**src/rtl/regfile_sb.sv**
```systemverilog
// Multi-read-port register file with write-through bypass, optional hardwired zero
// register and a per-register pending-write scoreboard feeding issue control.
module regfile_sb #(
    parameter int XLEN     = 32,
    parameter int NREGS    = 32,
    parameter int NRD      = 2,
    parameter int BYPASS   = 1,
    parameter int ZERO_REG = 1,
    localparam int AW      = $clog2(NREGS)
) (
    input  logic                CLK,
    input  logic                reset,
    input  logic [NRD*AW-1:0]   rd_addr,
    output logic [NRD*XLEN-1:0] rd_data,
    output logic [NRD-1:0]      rd_busy,
    input  logic                wr_en,
    input  logic [AW-1:0]       wr_addr,
    input  logic [XLEN-1:0]     wr_data,
    input  logic                iss_en,
    input  logic [AW-1:0]       iss_addr,
    output logic                iss_ok,
    output logic [AW:0]         pend_cnt
);

    logic [XLEN-1:0]  rf_q [NREGS];
    logic [NREGS-1:0] pend_q;
    logic [NREGS-1:0] pend_d;
    logic [AW:0]      cnt_q;
    logic [AW:0]      cnt_d;

    logic             wr_act;
    logic             wr_clr;
    logic             iss_zero;
    logic             iss_set;
    logic [AW-1:0]    rd_idx [NRD];

    // Writes to a hardwired zero register are dropped entirely.
    always_comb begin
        wr_act   = wr_en & ~((ZERO_REG != 0) && (wr_addr == '0));
        wr_clr   = wr_act & pend_q[wr_addr];
        iss_zero = (ZERO_REG != 0) && (iss_addr == '0);
        iss_ok   = iss_en & (iss_zero | ~pend_q[iss_addr]);
        iss_set  = iss_ok & ~iss_zero;
    end

    // Clear is applied before set so an issue to a non-pending register that is
    // also being written this cycle still ends up pending.
    always_comb begin
        pend_d = pend_q;
        if (wr_act) begin
            pend_d[wr_addr] = 1'b0;
        end
        if (iss_set) begin
            pend_d[iss_addr] = 1'b1;
        end
        cnt_d = cnt_q + (AW+1)'(iss_set) - (AW+1)'(wr_clr);
    end

    always_ff @(posedge CLK) begin
        if (reset) begin
            for (int unsigned i = 0; i < NREGS; i++) begin
                rf_q[i] <= '0;
            end
            pend_q <= '0;
            cnt_q  <= '0;
        end else begin
            if (wr_act) begin
                rf_q[wr_addr] <= wr_data;
            end
            pend_q <= pend_d;
            cnt_q  <= cnt_d;
        end
    end

    always_comb begin
        for (int unsigned k = 0; k < NRD; k++) begin
            rd_idx[k] = rd_addr[k*AW +: AW];
        end
    end

    // Zero-register override takes priority over the bypass path.
    always_comb begin
        rd_data = '0;
        rd_busy = '0;
        for (int unsigned k = 0; k < NRD; k++) begin
            if ((ZERO_REG != 0) && (rd_idx[k] == '0)) begin
                rd_data[k*XLEN +: XLEN] = '0;
            end else if ((BYPASS != 0) && wr_act && (wr_addr == rd_idx[k])) begin
                rd_data[k*XLEN +: XLEN] = wr_data;
            end else begin
                rd_data[k*XLEN +: XLEN] = rf_q[rd_idx[k]];
            end
            rd_busy[k] = pend_q[rd_idx[k]]
                       & ~((BYPASS != 0) && wr_en && (wr_addr == rd_idx[k]));
        end
    end

    assign pend_cnt = cnt_q;

endmodule

```
**config.mk**
```make
export PLATFORM = sky130hd
export DESIGN_NAME = regfile_sb
export DESIGN_NICKNAME = d
export VERILOG_FILES = /design/src/rtl/regfile_sb.sv
export SDC_FILE = /design/constraint.sdc
export NUM_CORES = 2
export LEC_CHECK = 0
export BUFFER_PORTS_ARGS = -buffer_cell sky130_fd_sc_hd__buf_2
export CAP_MARGIN = 20
export CORE_ASPECT_RATIO = 1.75
export CORE_MARGIN = 8
export CORE_UTILIZATION = 55
export DETAILED_ROUTE_END_ITERATION = 12
export HOLD_SLACK_MARGIN = 0.08
export PLACE_DENSITY = 0.71
export SETUP_SLACK_MARGIN = 0.4
export SLEW_MARGIN = 5
export SYNTH_ARGS = -nofsm -noshare
export SYNTH_HDL_FRONTEND = slang
export SYNTH_SLANG_ARGS = --single-unit
```
**constraint.sdc**
```tcl
create_clock -name CLK -period 4.2 [get_ports CLK]
set_clock_uncertainty 0.1 [all_clocks]
set_input_delay 0.21 -clock CLK [delete_from_list [all_inputs] [get_ports CLK]]
set_output_delay 0.21 -clock CLK [all_outputs]
set_load 0.02 [all_outputs]
```
==> metrics <==
outcome=complete, no violations; CTS resizes=0; DRT iter0 DRCs=6091; Sink Count=1062; number of setup violations in the final report=0; first drt pass iteration count=6; worst setup margin=579 ps; # H-tree levels=3; Routed Antenna Nets=0; final hold vios=0; first-pass GRT wire length=298000 µm; Synth area leaders=edfxtp_1, mux4_2, and2_1; actual slew at the worst max-slew pin=1040 ps; Post-Syn Area=0.0582 mm²; fin nets=4111; Startpoint Class=primary input; total grt overflow=0; GRT Overall Usage=0.366; Fin Setup TNS=0 ps; Final Hold Slack=115 ps; CTS tree=built; CP startpoint=wr_en; Async S/R FF share, synth=0; relative slew slack=0.305; most frequent CP cell=buf_2; chip width=262 µm; drt drc=0; Yosys warning total=0; worst path bufs/invs=4; post-synth top area share=0.528; period utilization=0.862; gpl congestion=0.904; Max FO, Critical Path=23; syn avg cell area=14.5 µm²; number of global-route vias before repair=40500; FMAX=276 MHz; Worst Path Required=3890 ps; area grow syn2layout=10.6%; DP Worst Slack=598 ps; power density over the cells=391 mW/mm²; Die Span Y=446 µm; via count=40600; worst hold path type=primary input to flop; Rows=158; r2r startpoint=pend_q[27]; Syn Inst Count=4018; DR vias/cell=7.36; core area=0.105 mm²; leak pwr=22.5 nW; Power Total=25.1 mW; Final Max Tran Viols=0; placed cells=5272; layout cells sized above 1=0.252; CTS Root Cell=clkbuf_16; register bit total from synthesis=1062; Post-synth top cells=edfxtp_1, and2_1, mux4_2, clkbuf_1, mux2i_1; Critical Path End Type=primary output; Num CTS Buffers=96; RSZ-0062 raised after global routing=no; VDD IR max=0.306 mV; sequential fraction of the synthesis area=0.541; Port Buffers=128; final wirelength=214000 µm; HPWL after detailed placement=125000 µm; fin cells=5513; number of synthesized flops with an enable pin=1024; Worst-path clk slew=60 ps; CP max stage cell=and4_2; Crit path arrival time=3310 ps; max incr delay on CP=600 ps; family with the most delay on the worst path=buffers and inverters; leading area contributor after synthesis=edfxtp_1; initial antenna violation count=16; most frequent cell after synthesis=edfxtp_1; die area=0.117 mm²; WL per Instance=38.9 µm; critical-path cell list=dlygate4sd3_1 -> buf_2 -> and2_1 -> and4_2 -> buf_4 -> nor2_1 -> a221o_1 -> buf_2; clock tree buffer depth=3; pin count of the biggest net entering global routing=92; Distinct cells, synth=66; Clock Latency Late Sink=710 ps; Min-Delay Startpoint=wr_addr[1]; critical setup path kind=primary input to primary output; Synth Flop Type=edfxtp_1; Starting Density=0.552; Final min period=3620 ps; # IOs=129; max cap viols=0
==> area by class of cell <==
cell class,instances,area [µm²]
sequential,1062,31500
timing repair buffer,339,2970
tap,1360,1700
fill,7884,41000
antenna,25,62.6
multi-input combinational,2503,24900
clock buffer,120,2530
inverter,46,174
clock inverter,58,513
==> worst paths after layout <==
kind | endpoint | slack, ps | cells past startpoint
worst min register to register | pend_q[23] | 410 | 2
worst max-delay path | rd_data[52] | 580 | 8
worst min-delay path | rf_q[27][21] | 120 | 3
worst max register to register | pend_cnt[4] | 930 | 13
==> registers in the layout, summed over array words and instances, names as in the netlist <==
signal	cells
pend_q	32
rf_q	1024
pend_cnt	6
==> placed cells by master (no fill, tap or decap), types with 22 or more instances in the layout <==
cell and instances:
nand2_1 58, nor3_1 76, a21o_2 22, inv_1 34
mux4_2 498, conb_1 32, edfxtp_1 1024, mux2i_1 221
buf_12 47, a221o_1 31, dlygate4sd3_1 37, clkbuf_1 22
o22ai_1 31, buf_2 118, a221oi_1 82, a22oi_1 29
buf_4 131, o21ai_0 65, and2_1 946, a21oi_1 59
nor2_4 31, nor2_1 75, dfxtp_1 38, diode_2 25
clkbuf_16 98
==> power breakdown <==
group	internal (mW)	switching [mW]
clock	4.78	4.12
sequential	12.2	0.313
combinational	1.49	2.24
==> metal layers <==
| layer | track usage | vias up | wire length [µm] |
|---|---|---|---|
| met5 | 0 | - | 35 |
| met4 | 0.270 | 6 | 18500 |
| met3 | 0.107 | 981 | 28900 |
| met2 | 0.567 | 3571 | 99400 |
| met1 | 0.432 | 20400 | 67500 |
| li1 | - | 15600 | - |
==> cell families (layout without fill, tap and decap cells) <==
kind of cell / count (synthesis) / count (layout) / synth area share
AOI/OAI and AO/OA: 409 / 409 / 0.0508
xor gates and xnor gates: 15 / 15 / 0.00226
adders and majority gates: 7 / 7 / 0.00163
buffers and inverters: 484 / 563 / 0.0378
DFF: 1062 / 1062 / 0.541
muxes: 737 / 737 / 0.234
other: 1 / 57 / 0.0000644
and+or+nand+nor: 1303 / 1303 / 0.132
==> through the flow <==
stage / util / instance area [µm²]
after floorplan: - / 58300
after global placement: 0.578 / 60900
after detailed placement: 0.578 / 60900
after CTS: 0.610 / 64300
after global routing: 0.611 / 64300
final: 0.611 / 64400
==> what timing repair did <==
item,4_1_cts,5_1_grt
buffers inserted,0,0
hold buffers,37,0
endpoints found under the hold margin,981,0
==> worst reg2reg max path: stages, from the launching register on <==
cell,delay (ps)
dfxtp_1,340
mux4_2,460
a22oi_1,240
and4_1,320
nand3b_1,110
ha_1,300
inv_1,40
ha_1,200
fa_1,430
a21oi_1,170
nor2_1,70
nor2_1,130
xor2_1,170
nor2_1,50
Note: power is estimated with default switching activity, not from simulation.
